[src/rtl/btn_evt_pkg.sv]
// Shared button-event types and defaults, also used by the CPU I/O register block.
// Event ids are stored at full width so one struct serves every legal NUM_BTN.
package btn_evt_pkg;

  localparam int NUM_BTN_DEFAULT    = 4;
  localparam int FIFO_DEPTH_DEFAULT = 4;
  localparam int EVT_ID_W           = 3;

  typedef struct packed {
    logic [EVT_ID_W-1:0] id;
    logic                is_repeat;
  } btn_evt_t;

  function automatic int id_w(input int n);
    return (n > 1) ? $clog2(n) : 1;
  endfunction

endpackage

[src/rtl/btn_event_arb_if.sv]
// Event stream handshake: producer holds id/repeat stable while valid is high
// and the consumer has not asserted ready.
interface btn_event_arb_if
  import btn_evt_pkg::*;
#(
  parameter int NUM_BTN = NUM_BTN_DEFAULT
);

  localparam int ID_W = id_w(NUM_BTN);

  logic            evt_valid;
  logic            evt_ready;
  logic [ID_W-1:0] evt_id;
  logic            evt_repeat;

  modport master (
    output evt_valid,
    output evt_id,
    output evt_repeat,
    input  evt_ready
  );

  modport slave (
    input  evt_valid,
    input  evt_id,
    input  evt_repeat,
    output evt_ready
  );

endinterface

[src/rtl/btn_evt_fifo.sv]
// Synchronous event queue; push at full is accepted only alongside a pop.
// Head data is combinational from the read pointer and reads zero while empty.
module btn_evt_fifo
  import btn_evt_pkg::*;
#(
  parameter int DEPTH = FIFO_DEPTH_DEFAULT
) (
  input  logic     clk,
  input  logic     rst_n,
  input  logic     push,
  input  btn_evt_t push_dat,
  input  logic     pop,
  output btn_evt_t pop_dat,
  output logic     full,
  output logic     empty
);

  localparam int AW = $clog2(DEPTH);

  logic [AW:0] wr_ptr;
  logic [AW:0] rd_ptr;
  logic        do_push;
  logic        do_pop;
  btn_evt_t    mem [DEPTH];

  assign empty   = (wr_ptr == rd_ptr);
  assign full    = (wr_ptr[AW] != rd_ptr[AW]) && (wr_ptr[AW-1:0] == rd_ptr[AW-1:0]);
  assign do_pop  = pop && !empty;
  assign do_push = push && (!full || do_pop);
  assign pop_dat = empty ? '0 : mem[rd_ptr[AW-1:0]];

  always_ff @(posedge clk or negedge rst_n) begin
    if (!rst_n) begin
      wr_ptr <= '0;
      rd_ptr <= '0;
    end else begin
      if (do_push) wr_ptr <= wr_ptr + (AW+1)'(1);
      if (do_pop)  rd_ptr <= rd_ptr + (AW+1)'(1);
    end
  end

  // At full the write slot equals the head slot; the head is read out this cycle.
  always_ff @(posedge clk) begin
    if (do_push) mem[wr_ptr[AW-1:0]] <= push_dat;
  end

endmodule

[src/rtl/btn_event_arb.sv]
// Button rising-edge detector + round-robin arbiter into an event queue; event visible two edges after first high sample.
// Full queue holds pending bits; a second edge on a still-pending button is dropped (sticky overflow). Auto-repeat: BTN_AUTOREPEAT_EN.
module btn_event_arb
  import btn_evt_pkg::*;
#(
  parameter int NUM_BTN       = NUM_BTN_DEFAULT,
  parameter int FIFO_DEPTH    = FIFO_DEPTH_DEFAULT,
  parameter int REPEAT_DELAY  = 50_000_000,
  parameter int REPEAT_PERIOD = 10_000_000
) (
  input  logic               clk,
  input  logic               rst_n,
  input  logic [NUM_BTN-1:0] clean_btn,
  btn_event_arb_if.master    evt,
  output logic               overflow,
  input  logic               overflow_clr
);

  localparam int ID_W = id_w(NUM_BTN);

  logic [NUM_BTN-1:0] prev;
  logic [NUM_BTN-1:0] pending;
  logic [NUM_BTN-1:0] pend_rpt;
  logic [NUM_BTN-1:0] rise;
  logic [NUM_BTN-1:0] rpt_set;
  logic [NUM_BTN-1:0] set_vec;
  logic [NUM_BTN-1:0] accept_set;
  logic [NUM_BTN-1:0] gnt_vec;
  logic               drop;

  logic [ID_W-1:0]    rr_ptr;
  logic [ID_W-1:0]    gnt_idx;
  logic [ID_W:0]      slot;
  logic               gnt_found;
  logic               can_accept;
  logic               push;
  logic               pop;
  logic               full;
  logic               empty;
  btn_evt_t           push_dat;
  btn_evt_t           head;
  logic               unused_head;

  assign rise    = clean_btn & ~prev;
  assign set_vec = rise | rpt_set;

`ifdef BTN_AUTOREPEAT_EN
  localparam int CNT_MAX = (REPEAT_DELAY > REPEAT_PERIOD) ? REPEAT_DELAY : REPEAT_PERIOD;
  localparam int CNT_W   = $clog2(CNT_MAX + 1);
  localparam logic [CNT_W-1:0] DELAY_LAST  = CNT_W'(REPEAT_DELAY - 1);
  localparam logic [CNT_W-1:0] PERIOD_LAST = CNT_W'(REPEAT_PERIOD - 1);

  logic [NUM_BTN-1:0][CNT_W-1:0] hold_cnt;
  logic [NUM_BTN-1:0]            hold_phase;

  // Counter only advances on held cycles after the press edge, so it reads DELAY-1 on hold cycle DELAY.
  always_comb begin
    rpt_set = '0;
    for (int i = 0; i < NUM_BTN; i++) begin
      rpt_set[i] = clean_btn[i] && prev[i] &&
                   (hold_cnt[i] == (hold_phase[i] ? PERIOD_LAST : DELAY_LAST));
    end
  end

  always_ff @(posedge clk or negedge rst_n) begin
    if (!rst_n) begin
      hold_cnt   <= '0;
      hold_phase <= '0;
    end else begin
      for (int i = 0; i < NUM_BTN; i++) begin
        if (!clean_btn[i]) begin
          hold_cnt[i]   <= '0;
          hold_phase[i] <= 1'b0;
        end else if (rpt_set[i]) begin
          hold_cnt[i]   <= '0;
          hold_phase[i] <= 1'b1;
        end else if (prev[i]) begin
          hold_cnt[i]   <= hold_cnt[i] + CNT_W'(1);
        end
      end
    end
  end
`else
  localparam int unused_repeat_cfg = REPEAT_DELAY + REPEAT_PERIOD;
  assign rpt_set = '0;
`endif

  always_comb begin
    gnt_found = 1'b0;
    gnt_idx   = '0;
    slot      = '0;
    for (int k = 0; k < NUM_BTN; k++) begin
      slot = {1'b0, rr_ptr} + (ID_W+1)'(k);
      if (slot >= (ID_W+1)'(NUM_BTN)) slot = slot - (ID_W+1)'(NUM_BTN);
      if (!gnt_found && pending[slot[ID_W-1:0]]) begin
        gnt_found = 1'b1;
        gnt_idx   = slot[ID_W-1:0];
      end
    end
  end

  assign pop        = evt.evt_valid && evt.evt_ready;
  assign can_accept = !full || pop;
  assign push       = gnt_found && can_accept;

  always_comb begin
    gnt_vec = '0;
    if (push) gnt_vec[gnt_idx] = 1'b1;
  end

  // A set landing on a pending bit that is not leaving this cycle is the dropped event.
  assign accept_set = set_vec & ~(pending & ~gnt_vec);
  assign drop       = |(set_vec & pending & ~gnt_vec);

  always_comb begin
    push_dat              = '0;
    push_dat.id[ID_W-1:0] = gnt_idx;
    push_dat.is_repeat    = pend_rpt[gnt_idx];
  end

  always_ff @(posedge clk or negedge rst_n) begin
    if (!rst_n) begin
      prev     <= '0;
      pending  <= '0;
      pend_rpt <= '0;
      rr_ptr   <= '0;
      overflow <= 1'b0;
    end else begin
      prev     <= clean_btn;
      pending  <= (pending & ~gnt_vec) | set_vec;
      pend_rpt <= (accept_set & rpt_set) | (~accept_set & pend_rpt);
      if (push) begin
        rr_ptr <= (gnt_idx == ID_W'(NUM_BTN - 1)) ? '0 : gnt_idx + ID_W'(1);
      end
      if (drop)              overflow <= 1'b1;
      else if (overflow_clr) overflow <= 1'b0;
    end
  end

  btn_evt_fifo #(
    .DEPTH(FIFO_DEPTH)
  ) u_fifo (
    .clk      (clk),
    .rst_n    (rst_n),
    .push     (push),
    .push_dat (push_dat),
    .pop      (pop),
    .pop_dat  (head),
    .full     (full),
    .empty    (empty)
  );

  assign evt.evt_valid = !empty;
  assign evt.evt_id    = head.id[ID_W-1:0];
`ifdef BTN_AUTOREPEAT_EN
  assign evt.evt_repeat = head.is_repeat;
`else
  assign evt.evt_repeat = 1'b0;
`endif
  assign unused_head = ^head;

endmodule

[src/flat_wrapper.sv]
// flat-port wrapper written by rule: the top's interface ports become plain ports
module btn_event_arb_flat import btn_evt_pkg::*;
#(
  parameter int NUM_BTN       = NUM_BTN_DEFAULT,
  parameter int FIFO_DEPTH    = FIFO_DEPTH_DEFAULT,
  parameter int REPEAT_DELAY  = 50_000_000,
  parameter int REPEAT_PERIOD = 10_000_000
)
  (clk, rst_n, clean_btn, overflow, overflow_clr, evt_evt_valid, evt_evt_id, evt_evt_repeat, evt_evt_ready);
  btn_event_arb_if #(.NUM_BTN(NUM_BTN)) evt_i ();
  input  logic clk;
  input  logic rst_n;
  input  logic [NUM_BTN-1:0] clean_btn;
  output logic overflow;
  input  logic overflow_clr;
  output wire logic [$bits(evt_i.evt_valid)-1:0] evt_evt_valid;
  output wire logic [$bits(evt_i.evt_id)-1:0] evt_evt_id;
  output wire logic [$bits(evt_i.evt_repeat)-1:0] evt_evt_repeat;
  input wire logic [$bits(evt_i.evt_ready)-1:0] evt_evt_ready;
  assign evt_evt_valid = evt_i.evt_valid;
  assign evt_evt_id = evt_i.evt_id;
  assign evt_evt_repeat = evt_i.evt_repeat;
  assign evt_i.evt_ready = evt_evt_ready;
  btn_event_arb #(.NUM_BTN(NUM_BTN), .FIFO_DEPTH(FIFO_DEPTH), .REPEAT_DELAY(REPEAT_DELAY), .REPEAT_PERIOD(REPEAT_PERIOD)) u_core (.clk(clk), .rst_n(rst_n), .clean_btn(clean_btn), .evt(evt_i), .overflow(overflow), .overflow_clr(overflow_clr));
endmodule
[config.mk]
export PLATFORM = sky130hd
export DESIGN_NAME = btn_event_arb_flat
export DESIGN_NICKNAME = d
export VERILOG_FILES = /design/src/rtl/btn_evt_pkg.sv /design/src/rtl/btn_event_arb_if.sv /design/src/rtl/btn_evt_fifo.sv /design/src/rtl/btn_event_arb.sv /design/src/flat_wrapper.sv
export SDC_FILE = /design/constraint.sdc
export NUM_CORES = 1
export LEC_CHECK = 0
export BUFFER_PORTS_ARGS = -buffer_cell sky130_fd_sc_hd__buf_2
export CORE_MARGIN = 2
export CORE_UTILIZATION = 55
export DETAILED_ROUTE_END_ITERATION = 8
export PLACE_DENSITY = 0.86
export SLEW_MARGIN = 0
export SYNTH_ARGS = -nofsm -noshare
export SYNTH_HDL_FRONTEND = slang
export SYNTH_SLANG_ARGS = --single-unit
[constraint.sdc]
create_clock -name clk -period 2.2 [get_ports clk]
set_input_delay 0.33 -clock clk [delete_from_list [all_inputs] [get_ports clk]]
set_output_delay 0.33 -clock clk [all_outputs]
set_load 0.1 [all_outputs]
==> results.toml <==
[run_status]
status = "finished clean"

[worst_setup_path]
startpoint_type = "flip-flop"
path_max_fanout = 5
crit_type = "flip-flop to primary output"
reg2reg_to = "u_core.rr_ptr[1]"
worstRegToRegCells = 4
arrival_ns = 1.80
r2r_start = "u_core.pending[1]"
end_kind = "primary output"
reg2reg_setup_slack_ns = 0.20
critPathRequiredTime_ns = 1.87

[yosys]
syn-mean-instance-area_sq_um = 12.2
ys_async_sr_fraction_pct = 68.0
ys.flop_type = "dfrtp_1"
synth_cell_types = 32
synth.area.top_cells = "dfrtp_1 (33%), edfxtp_1 (19%), ha_1 (8.8%)"
synth-seq-cells = 25
ys_warn_count = 0
synth_edf_count = 8
yosysTopAreaCellShare_pct = 33.2
yosysSeqAreaShare_pct = 52.0
synth_area_sq_um = 1280
synth_nets = 122
syn_inst = 105
synth_top_cell_by_area = "dfrtp_1"

[sta]
finalHoldViolCount = 0
report.final.slew_viol_count = 0
fmax_ghz = 0.470
rsz0062_at_grt = "no"
fin_crit_sh_pct = 96.6
setup_viol = 0
skew_ns = 0.0123
max_slew_margin_pct = 60.5
setup_ws_ns = 0.0744
min_period_ns = 2.13
worst_slew_pin_slew_ns = 0.587

[grt]
grt_pass1_vias = 758
grt_max_degree = 18
grt.total_usage_pct = 16.8
antenna_found_initial = 0
grt-ovfl-total = 0
grt_first_pass_wirelength_mm = 3.23

[clock_tree]
cts_tree = "built"
post-cts-setup-buffers = 0
root_buffer = "clkbuf_4"
path_clk_slew_ns = 0.14
cts_buffers = 3
htree_num_levels = 1
insertion_delay_ns = 0.34
clkSinkCount = 25
clockBufferDepth = 2

[floorplan]
start_util_pct = 57.9
chipHeight_um = 52.3
die_w_um = 52.3
dieArea_sq_um = 2730
ioPinCount = 13
fp-row-count = 17
core_area_sq_um = 2210

[cells_and_area]
layout_common_cells = "dfrtp_1 (16), inv_1 (14), ha_1 (9), buf_2 (9), edfxtp_1 (8)"
diodes = 0
fin_util_pct = 64.1
final_nets = 137
final_common_cell = "dfrtp_1"
area_growth_pct = 10.6
drive_above_1_share_pct = 23.5

[worst_hold_path]
min_to = "u_core.prev[0]"
whs_path_depth = 1
hold_path_startpoint = "clean_btn[0]"
hold_class = "input port to flip-flop"

[placement]
dp_worst_setup_slack_ns = 0.224
dp_hpwl_mm = 1.61
gp_congestion = 0.872
portBuffers = 11

[drt]
first_pass_iters = 4
remaining_drc_errors = 0
viasPerCell = 5.54
routed_wl_mm = 2.11
via_count = 815
post_drt_wl_per_cell_um = 14.3
drt_iter0_drc = 20
ant_nets = 0

[job]
drv_cap = 0
==> worst max path at each step <==
stage,startpoint,end,slack (ns),cells after the start
6_report,u_core.u_fifo.rd_ptr[0],evt_evt_id[0],0.07,3
5_1_grt,u_core.u_fifo.rd_ptr[0],evt_evt_id[0],0.009,3
4_1_cts,u_core.u_fifo.wr_ptr[2],evt_evt_id[1],0.02,4
3_5_place_dp,u_core.pending[1],u_core.rr_ptr[1],0.22,4
3_3_place_gp,u_core.pending[1],u_core.rr_ptr[1],0.29,4
2_1_floorplan,u_core.u_fifo.wr_ptr[2],evt_evt_id[0],-0.21,3
==> registers in the layout, summed over array words and instances, names as in the netlist <==
signal,flops
u_core.pending,4
u_core.u_fifo.wr_ptr,3
u_core.u_fifo.mem,8
u_core.prev,4
u_core.u_fifo.rd_ptr,3
u_core.rr_ptr,2
u_core.overflow,1
==> through the flow <==
step | hold slack [ns] | area [sq um] | setup TNS, ns | std cells
floorplan | 0.0344 | 1300 | -0.462 | 105
global placement | 0.267 | 1370 | 0 | 142
detailed placement | 0.270 | 1370 | 0 | 142
CTS | 0.114 | 1410 | 0 | 147
global route | 0.0964 | 1420 | 0 | 147
finish | 0.114 | 1420 | 0 | 147
==> final cells by class <==
class	instances	area, sq um
Inverter	14	52.6
Timing Repair Buffer	12	70.1
Clock inverter	1	6.26
Fill cell	173	795
Sequential cell	25	667
Clock buffer	3	22.5
Tap cell	28	35.0
Multi-Input combinational cell	64	564
==> kinds of logic after synthesis <==
family / Yosys count / synth area share [%]
mux: 4 / 5.86
other cells: 1 / 0.293
xor+xnor: 7 / 4.79
fa+ha+maj: 9 / 8.79
buf+inv: 16 / 5.57
simple gates: 24 / 11.7
compound gates: 19 / 11.0
flops: 25 / 52.0
==> synthesized netlist by cell type, types with 3 or more instances <==
library cell	number
o221ai_1	3
and2_2	4
nand3b_1	5
a21oi_1	3
edfxtp_1	8
o21ai_0	3
ha_1	9
inv_1	14
xnor2_1	5
nand2_1	4
dfrtp_1	17
==> routing by layer <==
metal  part of all wire (%)  up-vias  wire [um]  GRT usage [%]
met5                      0        -          0              0
met4                    2.5        0         53           10.3
met3                    4.4        4         93           2.57
met2                     50       23       1050           27.6
met1                     43      394        907           20.6
li1                       -      394          -              -
==> worst max-delay path, cell delays in order, from the launching register on <==
cell      delay [ns]
dfrtp_2         0.47
mux4_1          0.58
and2_4          0.15
clkbuf_4        0.27
==> timing repair <==
item / 4_1_cts / 5_1_grt
setup endpoints to repair: 0 / 2
gates resized for setup: 0 / 2
hold buffers: 1 / 0
hold endpoints to repair: 17 / 0
Power is not shown: default switching activity piles up to over one toggle a cycle in this logic, so the estimate is an artifact.
